==> src/rtl/fetch_pkg.sv <==
// Shared types and constants for the instruction-fetch stage: FSM states,
// reset instruction, PC step and the decode field positions within Instr.
package fetch_pkg;

  typedef enum logic [1:0] {
    REQ   = 2'd0,
    WAIT  = 2'd1,
    ISSUE = 2'd2,
    TRAP  = 2'd3
  } fetch_state_e;

  localparam logic [31:0] NOP_INSTR = 32'h0000_0013;
  localparam int          PC_STEP   = 4;

  localparam int OP_LSB = 0;
  localparam int OP_MSB = 6;
  localparam int F3_LSB = 12;
  localparam int F3_MSB = 14;
  localparam int F7_LSB = 25;
  localparam int F7_MSB = 31;

endpackage

==> src/rtl/fetch_if.sv <==
// Instruction-memory port of the fetch stage: one request channel and one
// response channel.
interface fetch_if #(
  parameter int XLEN = 32
);
  // Request: a transfer happens on a rising edge with imem_req_valid and
  // imem_req_ready both high; imem_addr is held stable while valid waits for
  // ready. Response: imem_rsp_valid has no back-pressure and is taken only by
  // a fetcher that is waiting for it.
  logic            imem_req_valid;
  logic            imem_req_ready;
  logic [XLEN-1:0] imem_addr;
  logic            imem_rsp_valid;
  logic [31:0]     imem_rsp_data;

  modport master (
    output imem_req_valid,
    output imem_addr,
    input  imem_req_ready,
    input  imem_rsp_valid,
    input  imem_rsp_data
  );

  modport slave (
    input  imem_req_valid,
    input  imem_addr,
    output imem_req_ready,
    output imem_rsp_valid,
    output imem_rsp_data
  );
endinterface

==> src/rtl/fetch_pc_next.sv <==
// Combinational next-PC: PC+4 or PC+ImmExt. With FETCH_ALIGN_CHECK_EN the raw
// target is kept and flagged when misaligned; otherwise its low bits are cleared.
module fetch_pc_next
  import fetch_pkg::*;
#(
  parameter int XLEN = 32
) (
  input  logic [XLEN-1:0] pc,
  input  logic [XLEN-1:0] imm_ext,
  input  logic            pc_src,
  output logic [XLEN-1:0] next_pc,
  output logic            misaligned
);

  logic [XLEN-1:0] offset;

  assign offset = pc_src ? imm_ext : XLEN'(PC_STEP);

`ifdef FETCH_ALIGN_CHECK_EN
  assign next_pc    = pc + offset;
  assign misaligned = |next_pc[1:0];
`else
  assign next_pc    = (pc + offset) & ~XLEN'(3);
  assign misaligned = 1'b0;
`endif

endmodule

==> src/rtl/fetch_unit.sv <==
// Instruction-fetch stage: REQ -> WAIT -> ISSUE loop holding PC, the captured
// instruction and a retired counter. Optional TRAP via FETCH_ALIGN_CHECK_EN.
module fetch_unit
  import fetch_pkg::*;
#(
  parameter int              XLEN     = 32,
  parameter logic [XLEN-1:0] RESET_PC = '0
) (
  input  logic            clk,
  input  logic            rst,
  input  logic            PCSrc,
  input  logic [XLEN-1:0] ImmExt,
  input  logic            instr_ready,
  fetch_if.master         imem,
  output logic [31:0]     Instr,
  output logic [6:0]      Op,
  output logic [2:0]      funct3,
  output logic [6:0]      funct7,
  output logic [XLEN-1:0] PC,
  output logic            instr_valid,
  output logic [31:0]     retired,
  output logic            misalign,
  output fetch_state_e    dbg_state
);

  fetch_state_e    state, next_state;
  logic [XLEN-1:0] next_pc;
  logic            pc_misaligned;
  logic            consume;
  logic            capture;

  fetch_pc_next #(.XLEN(XLEN)) u_pc_next (
    .pc         (PC),
    .imm_ext    (ImmExt),
    .pc_src     (PCSrc),
    .next_pc    (next_pc),
    .misaligned (pc_misaligned)
  );

  // Only ISSUE holds a valid instruction, so consume outside it is ignored.
  assign consume   = (state == ISSUE) && instr_ready;
  assign capture   = (state == WAIT) && imem.imem_rsp_valid;
  assign imem.imem_addr = PC;
  assign dbg_state = state;

  assign Op     = Instr[OP_MSB:OP_LSB];
  assign funct3 = Instr[F3_MSB:F3_LSB];
  assign funct7 = Instr[F7_MSB:F7_LSB];

  always_ff @(posedge clk or negedge rst) begin
    if (!rst) state <= REQ;
    else      state <= next_state;
  end

  always_comb begin
    next_state          = state;
    imem.imem_req_valid = 1'b0;
    case (state)
      REQ: begin
        imem.imem_req_valid = 1'b1;
        if (imem.imem_req_ready) next_state = WAIT;
      end
      WAIT:    if (imem.imem_rsp_valid) next_state = ISSUE;
      ISSUE:   if (instr_ready) next_state = pc_misaligned ? TRAP : REQ;
      TRAP:    next_state = TRAP;
      default: next_state = REQ;
    endcase
  end

  always_ff @(posedge clk or negedge rst) begin
    if (!rst) begin
      PC          <= RESET_PC;
      Instr       <= NOP_INSTR;
      instr_valid <= 1'b0;
      retired     <= '0;
    end else begin
      if (capture) begin
        Instr       <= imem.imem_rsp_data;
        instr_valid <= 1'b1;
      end
      if (consume) begin
        PC          <= next_pc;
        retired     <= retired + 32'd1;
        instr_valid <= 1'b0;
      end
    end
  end

`ifdef FETCH_ALIGN_CHECK_EN
  always_ff @(posedge clk or negedge rst) begin
    if (!rst)                         misalign <= 1'b0;
    else if (consume && pc_misaligned) misalign <= 1'b1;
  end
`else
  assign misalign = 1'b0;
`endif

endmodule

==> src/flat_wrapper.sv <==
// flat-port wrapper written by rule: the top's interface ports become plain ports
module fetch_unit_flat import fetch_pkg::*;
#(
  parameter int              XLEN     = 32,
  parameter logic [XLEN-1:0] RESET_PC = '0
)
  (clk, rst, PCSrc, ImmExt, instr_ready, Instr, Op, funct3, funct7, PC, instr_valid, retired, misalign, dbg_state, imem_imem_req_valid, imem_imem_addr, imem_imem_req_ready, imem_imem_rsp_valid, imem_imem_rsp_data);
  fetch_if #(.XLEN(XLEN)) imem_i ();
  input  logic clk;
  input  logic rst;
  input  logic PCSrc;
  input  logic [XLEN-1:0] ImmExt;
  input  logic instr_ready;
  output logic [31:0] Instr;
  output logic [6:0] Op;
  output logic [2:0] funct3;
  output logic [6:0] funct7;
  output logic [XLEN-1:0] PC;
  output logic instr_valid;
  output logic [31:0] retired;
  output logic misalign;
  output fetch_state_e dbg_state;
  output wire logic [$bits(imem_i.imem_req_valid)-1:0] imem_imem_req_valid;
  output wire logic [$bits(imem_i.imem_addr)-1:0] imem_imem_addr;
  input wire logic [$bits(imem_i.imem_req_ready)-1:0] imem_imem_req_ready;
  input wire logic [$bits(imem_i.imem_rsp_valid)-1:0] imem_imem_rsp_valid;
  input wire logic [$bits(imem_i.imem_rsp_data)-1:0] imem_imem_rsp_data;
  assign imem_imem_req_valid = imem_i.imem_req_valid;
  assign imem_imem_addr = imem_i.imem_addr;
  assign imem_i.imem_req_ready = imem_imem_req_ready;
  assign imem_i.imem_rsp_valid = imem_imem_rsp_valid;
  assign imem_i.imem_rsp_data = imem_imem_rsp_data;
  fetch_unit #(.XLEN(XLEN), .RESET_PC(RESET_PC)) u_core (.clk(clk), .rst(rst), .PCSrc(PCSrc), .ImmExt(ImmExt), .instr_ready(instr_ready), .imem(imem_i), .Instr(Instr), .Op(Op), .funct3(funct3), .funct7(funct7), .PC(PC), .instr_valid(instr_valid), .retired(retired), .misalign(misalign), .dbg_state(dbg_state));
endmodule
==> config.mk <==
export PLATFORM = sky130hd
export DESIGN_NAME = fetch_unit_flat
export DESIGN_NICKNAME = d
export VERILOG_FILES = /design/src/rtl/fetch_pkg.sv /design/src/rtl/fetch_if.sv /design/src/rtl/fetch_pc_next.sv /design/src/rtl/fetch_unit.sv /design/src/flat_wrapper.sv
export SDC_FILE = /design/constraint.sdc
export NUM_CORES = 1
export LEC_CHECK = 0
export ABC_AREA = 1
export CORE_ASPECT_RATIO = 1.1
export CORE_UTILIZATION = 52
export CTS_CLUSTER_DIAMETER = 30
export DETAILED_ROUTE_END_ITERATION = 10
export PLACE_DENSITY = 0.88
export SYNTH_ARGS = -nofsm -noshare
export SYNTH_HDL_FRONTEND = slang
export SYNTH_HIERARCHICAL = 1
export SYNTH_SLANG_ARGS = --single-unit
export TNS_END_PERCENT = 5
==> constraint.sdc <==
create_clock -name clk -period 3.82 [get_ports clk]
set_input_delay 0.764 -clock clk [delete_from_list [all_inputs] [get_ports clk]]
set_output_delay 0.764 -clock clk [all_outputs]
set_load 0.02 [all_outputs]
==> results of run 1 <==
==> cells by family after synthesis <==
family	count (synthesis)	synth area share
AO/OA/AOI/OAI	43	0.0339
XOR/XNOR	37	0.0452
adder cells (fa/ha/maj)	32	0.0559
buffers and inverters	212	0.142
flip-flops	99	0.346
multiplexers	32	0.0503
other	2	0.00105
AND/OR/NAND/NOR	558	0.325
==> worst max-delay path, cell delays in order <==
cell and delay [ns]:
clkdlybuf4s50_1 0.46, buf_4 0.32, nand2_1 0.10, inv_1 0.08, ha_1 0.27, nand2_1 0.15
inv_1 0.05, nand2_1 0.06, nand2_1 0.09, a21oi_1 0.28, nor2_1 0.07, nor2_1 0.13
nand2_1 0.06, nand2_1 0.05, nand2_1 0.07, nand2_1 0.07, nand2_1 0.05
==> synth_stat cells (5+ instances only) <==
cell,instances
buf_4,55
nor2_4,5
xnor2_1,9
dfrtp_1,96
xor2_1,28
nand2_1,400
nor3_1,8
a21oi_1,27
nand4_1,10
inv_1,143
ha_1,32
nor2_2,5
o21ai_0,7
nor2_1,74
nand3_1,34
buf_2,8
nand3b_1,6
mux2_1,28
==> metal layers <==
metal,up-vias,global-route usage,routed length (um)
met2,245,0.480,9760
met5,-,0,0
met1,3132,0.342,7950
met3,43,0.0494,1190
li1,3390,-,-
met4,0,0.108,522
==> state kept, by name (all words and copies together) (netlist names) <==
name                cells
u_core/Instr           32
u_core/PC              32
u_core/retired         32
u_core/dbg_state        2
u_core/instr_valid      1
==> through the flow <==
step / util / std cells
floorplan: - / 1017
global placement: 0.687 / 1356
detailed placement: 0.687 / 1356
CTS: 0.711 / 1372
global route: 0.711 / 1372
finish: 0.711 / 1372
==> layout make-up <==
class,count,share of cell area
clock buffer,9,0.0238
inverter,145,0.0576
multi-input combinational,706,0.388
timing repair buffer,222,0.235
sequential,99,0.262
clock inverter,7,0.0100
tap,184,0.0243
==> where the power goes <==
| group | internal [uW] | switching, uW | leakage [uW] |
|---|---|---|---|
| Combinational | 1670 | 2080 | 0.00361 |
| Sequential | 1420 | 380 | 0.00125 |
| Clock | 527 | 458 | 0.000156 |
| Total | 3620 | 2920 | 0.00501 |
==> worst min path at each step <==
stage,to,slack [ns],depth (start not counted)
6_report,u_core/instr_valid,0.48,2
5_1_grt,u_core/Instr[9],0.51,1
4_1_cts,u_core/instr_valid,0.49,2
3_5_place_dp,u_core/instr_valid,0.47,2
3_3_place_gp,u_core/instr_valid,0.47,2
2_1_floorplan,u_core/Instr[10],0.47,0
==> results.sh, run 1 <==
export IMPL_status="completed"
export IMPL_initial_utilization=0.538
export IMPL_seq_area_frac_synth=0.346
export IMPL_fin_skew_ns=0.00911
export IMPL_cts_htree_levels=3
export IMPL_whs_ns=0.484
export IMPL_final_nets=1285
export IMPL_cts_resized=0
export IMPL_power_uw=6540
export IMPL_vias=6810
export IMPL_portBuffers=218
export IMPL_min_period_ns=2.90
export IMPL_powerDensity_nw_per_um2=690
export IMPL_slew_viol_final=0
export IMPL_clk_pin_slew_ns=0.07
export IMPL_clk_latency_ns=0.36
export IMPL_seq_area_um2=2480
export IMPL_ir_drop_mv=0.457
export IMPL_rsz0062_at_grt="false"
export IMPL_synth_top_area_cell="dfrtp_1"
export IMPL_core_area_um2=13300
export IMPL_startpoint_type="input pin"
export IMPL_multi_input_area_um2=3670
export IMPL_row_count=44
export IMPL_crit_start="PCSrc"
export IMPL_worst_endpoint_required_ns=4.07
export IMPL_min_period_over_period=0.758
export IMPL_r2r_end="u_core/PC[27]"
export IMPL_postSynthAreaPerCell_um2=7.06
export IMPL_synth_edf_count=0
export IMPL_grt_usage=0.278
export IMPL_r2r_setup_slack_ns=1.79
export IMPL_drive_gt1_frac=0.0455
export IMPL_ys_async_sr_fraction=1.00
export IMPL_relSlewSlack=0.418
export IMPL_yosys_warnings=6
export IMPL_diodes=0
export IMPL_synthFlopType="dfrtp_1"
export IMPL_r2r_start="u_core/PC[4]"
export IMPL_worstSetupPathType="in -> reg"
export IMPL_grt_overflow=0
export IMPL_area_growth_pct=32.2
export IMPL_setup_slack_ns=0.924
export IMPL_drc=0
export IMPL_viasPerCell=4.96
export IMPL_setup_viol=0
export IMPL_placed_area_um2=9150
export IMPL_hold_viol_final=0
export IMPL_cts_made_buffers=9
export IMPL_p_leak_uw=0.00501
export IMPL_dr_pass1_iters=7
export IMPL_holdBufCountCts=0
export IMPL_cp_data_arrival_time_ns=3.15
export IMPL_r2r_cells=13
export IMPL_avgRoutedWirePerCell_um=14.2
export IMPL_ioPinCount=220
export IMPL_place_hpwl_um=15000
export IMPL_dieArea_um2=14300
export IMPL_cts_buffer_depth=2
export IMPL_synth_area_top_cells="dfrtp_1 (34%), nand2_1 (21%), inv_1 (7.5%), buf_4 (5.8%), ha_1 (5.6%)"
export IMPL_final_common_cell="nand2_1"
export IMPL_final_cell_mix="nand2_1 (400), clkdlybuf4s50_1 (217), inv_1 (143), dfrtp_1 (96), nor2_1 (74)"
export IMPL_routed_wirelength_um=19400
export IMPL_drtAntennaViolNets=0
export IMPL_cts_sinks=99
export IMPL_fin_area_um2=9470
export IMPL_fmax_mhz=345
export IMPL_hp_start="u_core/instr_valid"
export IMPL_grt_max_degree=69
export IMPL_fin_tns_setup_ns=0
export IMPL_cap_violations=0
export IMPL_setup_worst_path_end_class="register"
export IMPL_worstMarginPinSlew_ns=0.874
export IMPL_crit_end="u_core/PC[27]"
export IMPL_clockRootBuffer="clkbuf_16"
export IMPL_synth_distinct_cells=41
export IMPL_die_w_um=114
export IMPL_cts_setup_buffers=0
export IMPL_dp_worst_setup_slack_ns=0.582
export IMPL_syn_cell_area_um2=7170
export IMPL_hold_path_class="reg -> reg"
export IMPL_grt_pass1_wl_um=31300
export IMPL_synth_cells=1015
export IMPL_antenna_found_initial=0
export IMPL_gp_congestion=0.964
export IMPL_grt_pass1_vias=6476
export IMPL_initialDrtViolationCount=439
export IMPL_cp_max_fo=32
export IMPL_cts_tree="yes"
export IMPL_die_h_um=125
export IMPL_num_fill_cells=1087
export IMPL_ys_ff_latch=99
export IMPL_synth_top_area_frac=0.335
No activity file was read; power rests on OpenSTA's default activity.
==> run 2, diff against run 1 <==
CORE_UTILIZATION = 48   (was 52)
PLACE_DENSITY = 0.82   (was 0.88)
clock period = 3 ns   (was 3.82 ns; I/O delays follow)
==> results.sh, run 2 (same netlist as run 1, synthesis figures left out) <==
export IMPL_grt_usage=0.253
export IMPL_status="completed"
export IMPL_clk_pin_slew_ns=0.08
export IMPL_initialDrtViolationCount=349
export IMPL_core_area_um2=14500
export IMPL_cts_htree_levels=3
export IMPL_hold_path_class="in -> async"
export IMPL_grt_overflow=0
export IMPL_die_w_um=119
export IMPL_dieArea_um2=15400
export IMPL_cap_violations=0
export IMPL_final_util=0.655
export IMPL_antenna_found_initial=0
export IMPL_cp_data_arrival_time_ns=2.90
export IMPL_die_h_um=130
export IMPL_clockRootBuffer="clkbuf_16"
export IMPL_startpoint_type="input pin"
export IMPL_ir_drop_mv=0.688
export IMPL_cts_made_buffers=9
export IMPL_fin_area_um2=9510
export IMPL_area_growth_pct=32.6
export IMPL_grt_max_degree=59
export IMPL_row_count=46
export IMPL_drive_gt1_frac=0.0479
export IMPL_worstMarginPinSlew_ns=0.838
export IMPL_slew_viol_final=0
export IMPL_worst_endpoint_required_ns=3.25
export IMPL_placed_area_um2=9180
export IMPL_grt_pass1_vias=6724
export IMPL_routed_wirelength_um=18900
export IMPL_fin_skew_ns=0.00503
export IMPL_drc=0
export IMPL_cts_buffer_depth=2
export IMPL_final_common_cell="nand2_1"
export IMPL_r2r_setup_slack_ns=0.85
export IMPL_initial_utilization=0.494
export IMPL_setup_slack_ns=0.349
export IMPL_cts_setup_buffers=0
export IMPL_avgRoutedWirePerCell_um=13.7
export IMPL_dp_worst_setup_slack_ns=0.0765
export IMPL_p_leak_uw=0.00502
export IMPL_cts_sinks=99
export IMPL_holdBufCountCts=0
export IMPL_min_period_over_period=0.884
export IMPL_place_hpwl_um=14500
export IMPL_grt_pass1_wl_um=31300
export IMPL_cts_tree="yes"
export IMPL_drtAntennaViolNets=0
export IMPL_rsz0062_at_grt="false"
export IMPL_whs_ns=0.243
export IMPL_vias=6803
export IMPL_dr_pass1_iters=5
export IMPL_relSlewSlack=0.439
export IMPL_top_regs="u_core/Instr (32), u_core/PC (32), u_core/retired (32)"
export IMPL_gp_congestion=0.969
export IMPL_fmax_mhz=377
export IMPL_setup_viol=0
export IMPL_setup_worst_path_end_class="register"
export IMPL_cp_max_fo=11
export IMPL_viasPerCell=4.92
export IMPL_final_nets=1288
export IMPL_powerDensity_nw_per_um2=874
export IMPL_ioPinCount=220
export IMPL_diodes=0
export IMPL_fin_tns_setup_ns=0
export IMPL_final_cell_mix="nand2_1 (400), clkdlybuf4s50_1 (217), inv_1 (143), dfrtp_1 (96), nor2_1 (74)"
export IMPL_cts_resized=0
export IMPL_portBuffers=218
export IMPL_hold_viol_final=0
export IMPL_worstSetupPathType="in -> reg"
export IMPL_clk_latency_ns=0.35
export IMPL_min_period_ns=2.65
## run 2: cell count changes in the layout (fill, tap and decap cells not counted), sizes merged
cell  change
buf       +3
## run 2: worst max-delay path, cell delays in order
cell and delay (ns):
clkdlybuf4s50_1 0.48, buf_4 0.18, nand2_1 0.07, inv_1 0.05
ha_1 0.26, nand2_1 0.13, inv_1 0.06, a21oi_1 0.25
nand2_1 0.16, nand2_1 0.09, nand2_1 0.14, nand2_1 0.15
nand2_1 0.07, nand2_1 0.06, nand2_1 0.05, nand2_1 0.06
nand2_1 0.05
## run 2: per-layer routing
layer / up-vias / GRT usage / part of all wire / wire [um]
met2: 239 / 0.463 / 0.50 / 9530
li1: 3399 / - / - / -
met3: 44 / 0.0503 / 0.062 / 1170
met4: 0 / 0.121 / 0.026 / 497
met5: - / 0 / 0 / 0
met1: 3121 / 0.285 / 0.41 / 7720
## run 2: final timing paths
kind	from	endpoint	cells past startpoint
min	rst	u_core/PC[9]	1
min reg2reg	u_core/instr_valid	u_core/instr_valid	2
max in group asynchronous	rst	u_core/Instr[0]	2
min in group clk	u_core/instr_valid	u_core/instr_valid	2
max	PCSrc	u_core/PC[22]	17
max reg2reg	u_core/PC[3]	u_core/PC[22]	13
## run 2: metrics by stage
| stage | instances | total power (uW) |
|---|---|---|
| floorplan | 1017 | 5330 |
| global placement | 1367 | 6980 |
| detailed placement | 1367 | 7070 |
| CTS | 1383 | 8360 |
| global route | 1383 | 8860 |
| finish | 1383 | 8310 |
## run 2: report_power, final
part	leakage (uW)	switching, uW	internal, uW
combinational	0.00362	2650	2130
clock	0.000156	589	671
sequential	0.00125	460	1810
total	0.00502	3700	4610
## run 2: layout make-up
type                            instances  area, um^2
Clock buffer                            9         225
Clock inverter                          7        97.6
Fill cell                            1295        5000
Inverter                              145         546
Multi-Input combinational cell        706        3670
Sequential cell                        99        2480
Tap cell                              192         240
Timing Repair Buffer                  225        2240
